==> src/rtl/collision_pkg.sv <==
// collision_pkg: box types, checker states and the strict overlap rule
// shared by the collision checker and its overlap unit.
package collision_pkg;

    localparam int COLLISION_BOX_COUNT = 5;
    localparam int CW = 13;

    typedef struct packed {
        logic [9:0] x;
        logic [9:0] y;
        logic [9:0] width;
        logic [9:0] height;
    } collision_box_t;

    // Absolute box, every field a 13-bit two's-complement value.
    typedef struct packed {
        logic [CW-1:0] x;
        logic [CW-1:0] y;
        logic [CW-1:0] w;
        logic [CW-1:0] h;
    } abs_box_t;

    typedef enum logic [1:0] {IDLE, OUTER, INNER, FINISH} state_t;

    function automatic logic [CW-1:0] ext_u10(input logic [9:0] v);
        return {3'b000, v};
    endfunction

    function automatic logic [CW-1:0] ext_s11(input logic [10:0] v);
        return {{2{v[10]}}, v};
    endfunction

    function automatic logic nonpos(input logic [CW-1:0] v);
        return v[CW-1] || (v == '0);
    endfunction

    // Strict overlap: touching edges and empty boxes never collide.
    function automatic logic boxes_overlap(input abs_box_t a,
                                           input abs_box_t b);
        logic signed [CW-1:0] ax, ay, aw, ah, bx, by, bw, bh;
        ax = $signed(a.x);
        ay = $signed(a.y);
        aw = $signed(a.w);
        ah = $signed(a.h);
        bx = $signed(b.x);
        by = $signed(b.y);
        bw = $signed(b.w);
        bh = $signed(b.h);
        if (nonpos(a.w) || nonpos(a.h) || nonpos(b.w) || nonpos(b.h))
            return 1'b0;
        return (ax < bx + bw) && (ax + aw > bx) &&
               (ay < by + bh) && (ay + ah > by);
    endfunction

endpackage

==> src/rtl/collision_checker_box_overlap.sv <==
// box_overlap: combinational strict overlap test of two absolute boxes,
// shared between the coarse frame test and the per-pair sweep.
module box_overlap
    import collision_pkg::*;
(
    input  abs_box_t a,
    input  abs_box_t b,
    output logic     overlap
);

    assign overlap = boxes_overlap(a, b);

endmodule

==> config.mk <==
export PLATFORM = sky130hd
export DESIGN_NAME = box_overlap
export DESIGN_NICKNAME = d
export VERILOG_FILES = /design/src/rtl/collision_pkg.sv /design/src/rtl/collision_checker_box_overlap.sv
export SDC_FILE = /design/constraint.sdc
export NUM_CORES = 1
export LEC_CHECK = 0
export CAP_MARGIN = 20
export CORE_MARGIN = 10
export CORE_UTILIZATION = 50
export DETAILED_ROUTE_END_ITERATION = 10
export PLACE_DENSITY_LB_ADDON = 0.12
export SLEW_MARGIN = 20
export SYNTH_ARGS = -nofsm -noshare
export SYNTH_HDL_FRONTEND = slang
export SYNTH_SLANG_ARGS = --single-unit
==> constraint.sdc <==
create_clock -name vclk -period 10.5
set_input_delay 3.15 -clock vclk [all_inputs]
set_output_delay 3.15 -clock vclk [all_outputs]
set_load 0.05 [all_outputs]
==> flow_summary.ini, run 1 <==
[outcome]
outcome = finished clean

[grt]
overflow = 0
antenna_found_initial = 0
grt_pass1_wl_mm = 18.96
grt_pass1_vias = 4368
grt_max_degree = 10
grt.total_usage = 0.2135

[sta]
fmax_mhz = 96.28
worstMarginPinSlew_ps = 468.3
setup_slack_ps = 113.6
setup_violations = 0
slew_violations = 0
hold_viol = 0
fin_crit_sh = 0.9892
slew_headroom = 0.6798
fin_setup_tns_ps = 0
min_period_ps = 10390

[setup_path]
critical-path-top-delay-family = compound AO/OA/AOI/OAI gates
crit_path_end_kind = output pin
startpoint_type = input port
cp_cell_sequence = clkdlybuf4s50_1 > fa_2 > a21o_1 > a211oi_2 > o21ai_2 > a31o_1 > a21oi_2 > xor2_1 > ha_1 > a21oi_2 > nor2b_1 > o21a_1 > or4_1 > or4_4 > nor3_4 > buf_12
crit_type = input port to output pin
crit_path_top_delay_cell = or4_1
worst-endpoint-arrival_ps = 7240
worstPathMaxFanout = 3
cp_num_buf_inv = 2
critPathMaxStageDelay_ps = 520
crit_top_cell = a21oi_2
required_ps = 7350

[synth]
ys_seq_area_frac = 0
synth_area_sq_um = 3460
avgSynthCellArea_sq_um = 7.554
synth_fp_nets = 664
synth_warnings = 0
muxShareOfSynthArea = 0.01157
yosys.area_share.simple = 0.2130
synthesis.instances = 458
yosys.area_share.adder = 0.3776
synth-xor-area-share = 0.1114
synth_compound_area_frac = 0.2409
synth_cell_type_count = 39
synth_top_family_by_area = adder cells

[layout]
final_common_cell = ha_1
layout-drive-gt1-share = 0.1562
finalNonFillerCells = 701
final_nets = 829
register_area_sq_um = 0
diodes = 0
syn2layout_area_growth_pct = 52.91
flops_and_latches = 0
clkbuf_count = 0
utilization = 0.7830
layout_common_cells = ha_1, clkdlybuf4s50_1, buf_4
post-route-cell-area_sq_um = 5290
num-fill-cells = 496

[die]
die_h_microns = 103.2
num_rows = 30
die_x_microns = 103.2
pin_count = 105
coreArea_sq_um = 6756
start_util = 0.5120
die_area_sq_um = 10650

[power_and_ir_drop]
power.leakage_uw = 0.002582
vdd_drop_max_uv = 39.76
power_density_nw_per_um2 = 65.49

[placement]
place_ws_ps = -245.9
dp.cells = 697
port_buffers = 105
gp_congestion = 0.9363
dp_hpwl_mm = 10.55
place_area_sq_um = 5026

[worst_hold_path]
hp-class = input port to output pin

[drt]
wirelength_mm = 12.13
drc = 0
first_iter_violations = 128
viasPerCell = 5.879
postRouteAntennaNets = 0
first_pass_iters = 4
wl_per_cell_microns = 17.30
vias = 4121

[run]
drv_cap = 0

[clock_network]
ctsHoldBuffers = 0
==> Yosys cell counts (all sizes together), types with 3 or more instances <==
cell type  count  share of area
a2111oi        5          0.013
a211oi         8          0.017
a21o          17          0.037
a21oi         32          0.047
a221o          4          0.012
a311oi         3         0.0076
a31oi          6          0.011
and3           7          0.013
fa             4          0.023
ha            98           0.35
inv           42          0.046
mux2i          4          0.012
nand2         20          0.022
nand2b         8          0.014
nand3         19          0.027
nand4          5         0.0090
nor2          32          0.035
nor2b         13          0.024
nor3          16          0.025
nor4          14          0.025
o21ai         25          0.036
o21bai        12          0.026
xnor2         24          0.061
xor2          20          0.051
==> per-layer routing <==
layer / wire [microns] / global-route usage / share of wire
met5: 0 / 0 / 0
met4: 461 / 0.08021 / 0.038
met2: 6238 / 0.4164 / 0.51
met3: 655 / 0.02658 / 0.054
met1: 4771 / 0.2258 / 0.39
==> kinds of logic (layout without fill, tap and decap cells) <==
logic type      after synthesis  in the layout
simple gates                142            142
compound gates              124            124
fa+ha+maj                   102            102
mux                           4              4
buf+inv                      42            205
xor+xnor                     44             44
==> layout make-up <==
| type | instances | area, sq um | share of cell area |
|---|---|---|---|
| multi-input cells | 416 | 3501 | 0.6618 |
| repair buffers | 163 | 1531 | 0.2895 |
| inverters | 42 | 157.7 | 0.02980 |
| well taps | 80 | 100.1 | 0.01892 |
==> final timing paths <==
kind / from / to / cells past startpoint
worst max-delay path: b[1] / overlap / 16
worst min-delay path: a[26] / overlap / 8
==> report_power, final <==
part	internal, uW	leakage (uW)	switching, uW	total (uW)
sequential	0	0	0	0
clock	0	0	0	0
combinational	178	0.00258	168	346
==> repair_timing <==
| item | 4_1_cts | 5_1_grt |
|---|---|---|
| resized for setup | 17 | 39 |
| setup endpoints to repair | 1 | 1 |
| pin swaps | 8 | 33 |
| setup buffers | 0 | 4 |
| hold endpoints to repair | 0 | 0 |
==> stage by stage <==
step	hold slack (ps)	power (uW)
3_3_place_gp	7394	312.6
3_5_place_dp	7395	321.2
4_1_cts	7402	329.9
6_report	7371	346.5
2_1_floorplan	6698	194.4
5_1_grt	7436	382.3
Power figures use the tool's default switching activity.
==> run 2, diff against run 1 <==
ABC_AREA = 1   (was not set)
CORE_UTILIZATION = 51   (was 50)
==> run 2 against run 1 <==
Compared with the run above:
- combinational power fell by 13%
- non-clock buffer count fell by 58
- maximum frequency rose by 3.4%
- synthesized cell count rose by 23%
- highest routed layer unchanged
==> flow_summary.ini, run 2 <==
[synth]
synthTopCellsByCount = nand2_1, ha_1, inv_1, a21oi_1, nor2_1
synth_warnings = 0
synth_area_sq_um = 3573
synth_top_area_share = 0.3431
synth_fp_nets = 771
synth_cell_type_count = 28
avgSynthCellArea_sq_um = 6.325
ys_seq_area_frac = 0
yosysTopAreaCell = ha_1
yosys.cell_count.top_type = nand2_1
synthesis.instances = 565
synth.area.top_cells = ha_1, nand2_1, a21oi_1

[grt]
grt.total_usage = 0.1804
overflow = 0
grt_max_degree = 7
antenna_found_initial = 0
grt_pass1_vias = 4167
grt_pass1_wl_mm = 17.39

[setup_path]
cp_num_buf_inv = 4
critPathMaxStageDelay_ps = 800
worstSetupStartpoint = a[0]
critical-path-top-delay-family = buffers and inverters
startpoint_type = input port
crit_path_top_delay_cell = clkdlybuf4s50_1
required_ps = 7350
crit_path_end_kind = output pin
cp_cell_sequence = clkdlybuf4s50_1 > ha_1 > inv_1 > fa_1 > inv_1 > a21oi_2 > o21ai_2 > nand2_1 > nand3_1 > nand2_1 > ha_1 > a21oi_1 > o21ai_0 > nor2_1 > nand2_1 > nand2_1 > nand2_1 > nor2_1 > nand2_1 > nor2_1 > clkdlybuf4s50_1
worstPathMaxFanout = 5
cp-endpoint = overlap
crit_top_cell = nand2_1
worst-endpoint-arrival_ps = 6890
crit_type = input port to output pin
worst-path-stages = 21

[drt]
viasPerCell = 5.231
first_pass_iters = 4
vias = 4007
postRouteAntennaNets = 0
wl_per_cell_microns = 13.29
drc = 0
wirelength_mm = 10.18
first_iter_violations = 90

[layout]
layout_common_cells = nand2_1, clkdlybuf4s50_1, ha_1
register_area_sq_um = 0
layout-drive-gt1-share = 0.02090
syn2layout_area_growth_pct = 32.77
diodes = 0
num-fill-cells = 618
final_nets = 878
final_common_cell = nand2_1
flops_and_latches = 0
post-route-cell-area_sq_um = 4745
clkbuf_count = 0

[clock_network]
ctsHoldBuffers = 0
cts_resized = 0
post_cts_buffers = 0

[outcome]
outcome = finished clean

[die]
start_util = 0.5260
coreArea_sq_um = 6794
die_area_sq_um = 10750
die_h_microns = 103.7
pin_count = 105
num_rows = 30
die_x_microns = 103.7

[sta]
setup_violations = 0
fmax_mhz = 99.58
slew_violations = 0
grt_setup_unrepaired = false
fin_crit_sh = 0.9564
min_period_ps = 10040
fin_setup_tns_ps = 0
worstMarginPinSlew_ps = 495.3
hold_viol = 0
slew_headroom = 0.6688

[worst_hold_path]
hp-class = input port to output pin

[placement]
dp_hpwl_mm = 9.424
place_area_sq_um = 4745
port_buffers = 105
gp_congestion = 0.9281

[power_and_ir_drop]
power_density_nw_per_um2 = 63.18
power.leakage_uw = 0.002402
vdd_drop_max_uv = 30.21

[run]
drv_cap = 0
run 2: cell types whose count changed after synthesis, sizes merged, moves of 6 or more:
cell / delta
nand2: +105
a21oi: +36
inv: +35
nor2: +28
nor4: -14
a21o: -13
nor2b: -13
nor3: -11
o21bai: -9
nand2b: -8
a31oi: -6
and3: -6
run 2: kinds of logic (layout without fill, tap and decap cells):
| family | Yosys count | count (layout) | share of synthesized area |
|---|---|---|---|
| AOI/OAI and AO/OA | 113 | 113 | 0.1800 |
| xor gates and xnor gates | 44 | 44 | 0.1078 |
| adders and majority gates | 102 | 102 | 0.3655 |
| buffers and inverters | 77 | 182 | 0.08088 |
| and+or+nand+nor | 229 | 229 | 0.2658 |
run 2: worst min-delay path by stage:
stage | from | end | slack (ps) | cells past startpoint
after floorplan | a[38] | overlap | 6730 | 4
after global placement | a[12] | overlap | 7900 | 9
after detailed placement | a[38] | overlap | 7920 | 6
after CTS | a[12] | overlap | 7920 | 9
after global routing | a[12] | overlap | 7960 | 9
final | a[12] | overlap | 7900 | 9
run 2: final cells by class:
cell class	count	area, sq um	area share
Inverter	77	289.0	0.06092
Multi-Input combinational cell	488	3284	0.6922
Tap cell	96	120.1	0.02532
Timing Repair Buffer	105	1051	0.2215
run 2: layer usage:
metal / vias to the layer above / part of all wire / GRT usage
li1: 2129 / - / -
met1: 1778 / 0.44 / 0.2075
met2: 88 / 0.51 / 0.3473
met3: 12 / 0.037 / 0.01797
met4: 0 / 0.019 / 0.03479
met5: - / 0 / 0
run 2: report_power, final:
part / switching (uW) / total, uW / internal (uW) / leakage [uW]
Sequential: 0 / 0 / 0 / 0
Clock: 0 / 0 / 0 / 0
Combinational: 160 / 300 / 140 / 0.00240
Total: 160 / 300 / 140 / 0.00240
run 2: through the flow:
step           hold WS (ps)  worst slack (ps)    util  total power, uW  instances
2_1_floorplan          6730              1508       -            203.0        565
3_3_place_gp           7904             494.8  0.6983            290.9        766
3_5_place_dp           7917             454.7  0.6983            298.9        766
4_1_cts                7920             448.7  0.6983            301.2        766
5_1_grt                7964             109.1  0.6983            342.9        766
6_report               7897             457.6  0.6983            299.8        766
==> run 3, diff against run 2 <==
PLACE_DENSITY_LB_ADDON = 0.25   (was 0.12)
==> run 3 against run 2 <==
Compared with the run above:
- count of clock-buffer cells in the layout is the same
- critical path depth shrank 3
- largest cell class unchanged
- highest routed layer unchanged
- via count grew 1.4%
- worst setup slack lost 20 ps
==> flow_summary.ini, run 3 (synthesis gave the netlist of run 2 again) <==
[layout]
layout_common_cells = nand2_1, clkdlybuf4s50_1, ha_1
flops_and_latches = 0
diodes = 0
layout-drive-gt1-share = 0.02090
post-route-cell-area_sq_um = 4745
multi_input_area_sq_um = 3284
syn2layout_area_growth_pct = 32.77
num-fill-cells = 596
clkbuf_count = 0
register_area_sq_um = 0
final_common_cell = nand2_1
final_nets = 878

[die]
die_h_microns = 103.7
num_rows = 30
coreArea_sq_um = 6794
die_area_sq_um = 10750
pin_count = 105
start_util = 0.5260
die_x_microns = 103.7

[clock_network]
ctsHoldBuffers = 0
post_cts_buffers = 0
cts_resized = 0

[setup_path]
worstPathMaxFanout = 5
crit_path_end_kind = output pin
startpoint_type = input port
worst-endpoint-arrival_ps = 6910
required_ps = 7350
crit_type = input port to output pin

[grt]
antenna_found_initial = 0
grt.total_usage = 0.1868
grt_max_degree = 7
overflow = 0
grt_pass1_wl_mm = 17.87
grt_pass1_vias = 4163

[drt]
first_iter_violations = 92
viasPerCell = 5.307
first_pass_iters = 5
wl_per_cell_microns = 13.81
drc = 0
vias = 4065
postRouteAntennaNets = 0
wirelength_mm = 10.58

[placement]
gp_congestion = 0.9717
place_ws_ps = 470.5
place_area_sq_um = 4745
port_buffers = 105
dp_hpwl_mm = 9.666

[sta]
setup_violations = 0
slew_headroom = 0.6627
slew_violations = 0
grt_setup_unrepaired = false
min_period_ps = 10060
setup_slack_ps = 438.0
fmax_mhz = 99.38
fin_crit_sh = 0.9583
worstMarginPinSlew_ps = 504.4
holdWs_ps = 7884
hold_viol = 0
fin_setup_tns_ps = 0

[power_and_ir_drop]
power.leakage_uw = 0.002402
vdd_drop_max_uv = 31.13
power_density_nw_per_um2 = 63.98
p_total_uw = 303.6

[worst_hold_path]
hp-class = input port to output pin

[run]
drv_cap = 0

[outcome]
outcome = finished clean
run 3: worst paths after layout:
| path | start | slack [ps] | end | cells after the start |
|---|---|---|---|---|
| worst max-delay path | b[39] | 440 | overlap | 18 |
| worst min-delay path | a[12] | 7880 | overlap | 9 |
run 3: through the flow:
stage / cells / utilization
2_1_floorplan: 565 / -
3_5_place_dp: 766 / 0.6983
3_3_place_gp: 766 / 0.6983
4_1_cts: 766 / 0.6983
6_report: 766 / 0.6983
5_1_grt: 766 / 0.6983
run 3: layout make-up:
| type | count | share of cell area |
|---|---|---|
| multi-input cells | 488 | 0.6922 |
| repair buffers | 105 | 0.2215 |
| inverters | 77 | 0.06092 |
| well taps | 96 | 0.02532 |
run 3: layer usage:
layer  part of all wire  global-route usage  up-vias
met3              0.038             0.01611       10
met5                  0                   0        -
met2               0.51              0.3563      111
met1               0.44              0.2223     1824
met4              0.013             0.02684        0
li1                   -                   -     2120
run 3: critical path: stages:
cell             delay (ps)
clkdlybuf4s50_1         450
ha_1                    230
fa_1                    420
nand3_1                  90
nand2_1                 120
a21oi_2                 230
o21ai_1                 130
xor2_1                  160
ha_1                    340
a21oi_1                 160
o21a_1                  160
nand3_1                  80
nand2_1                  60
nand2_1                  60
nor2_1                   90
nand2_1                  80
nor2_1                   80
clkdlybuf4s50_1         810
run 3: where the power goes:
group          switching [uW]  internal (uW)  leakage [uW]
clock network               0              0             0
registers                   0              0             0
logic                     164            140       0.00240
total                     164            140       0.00240
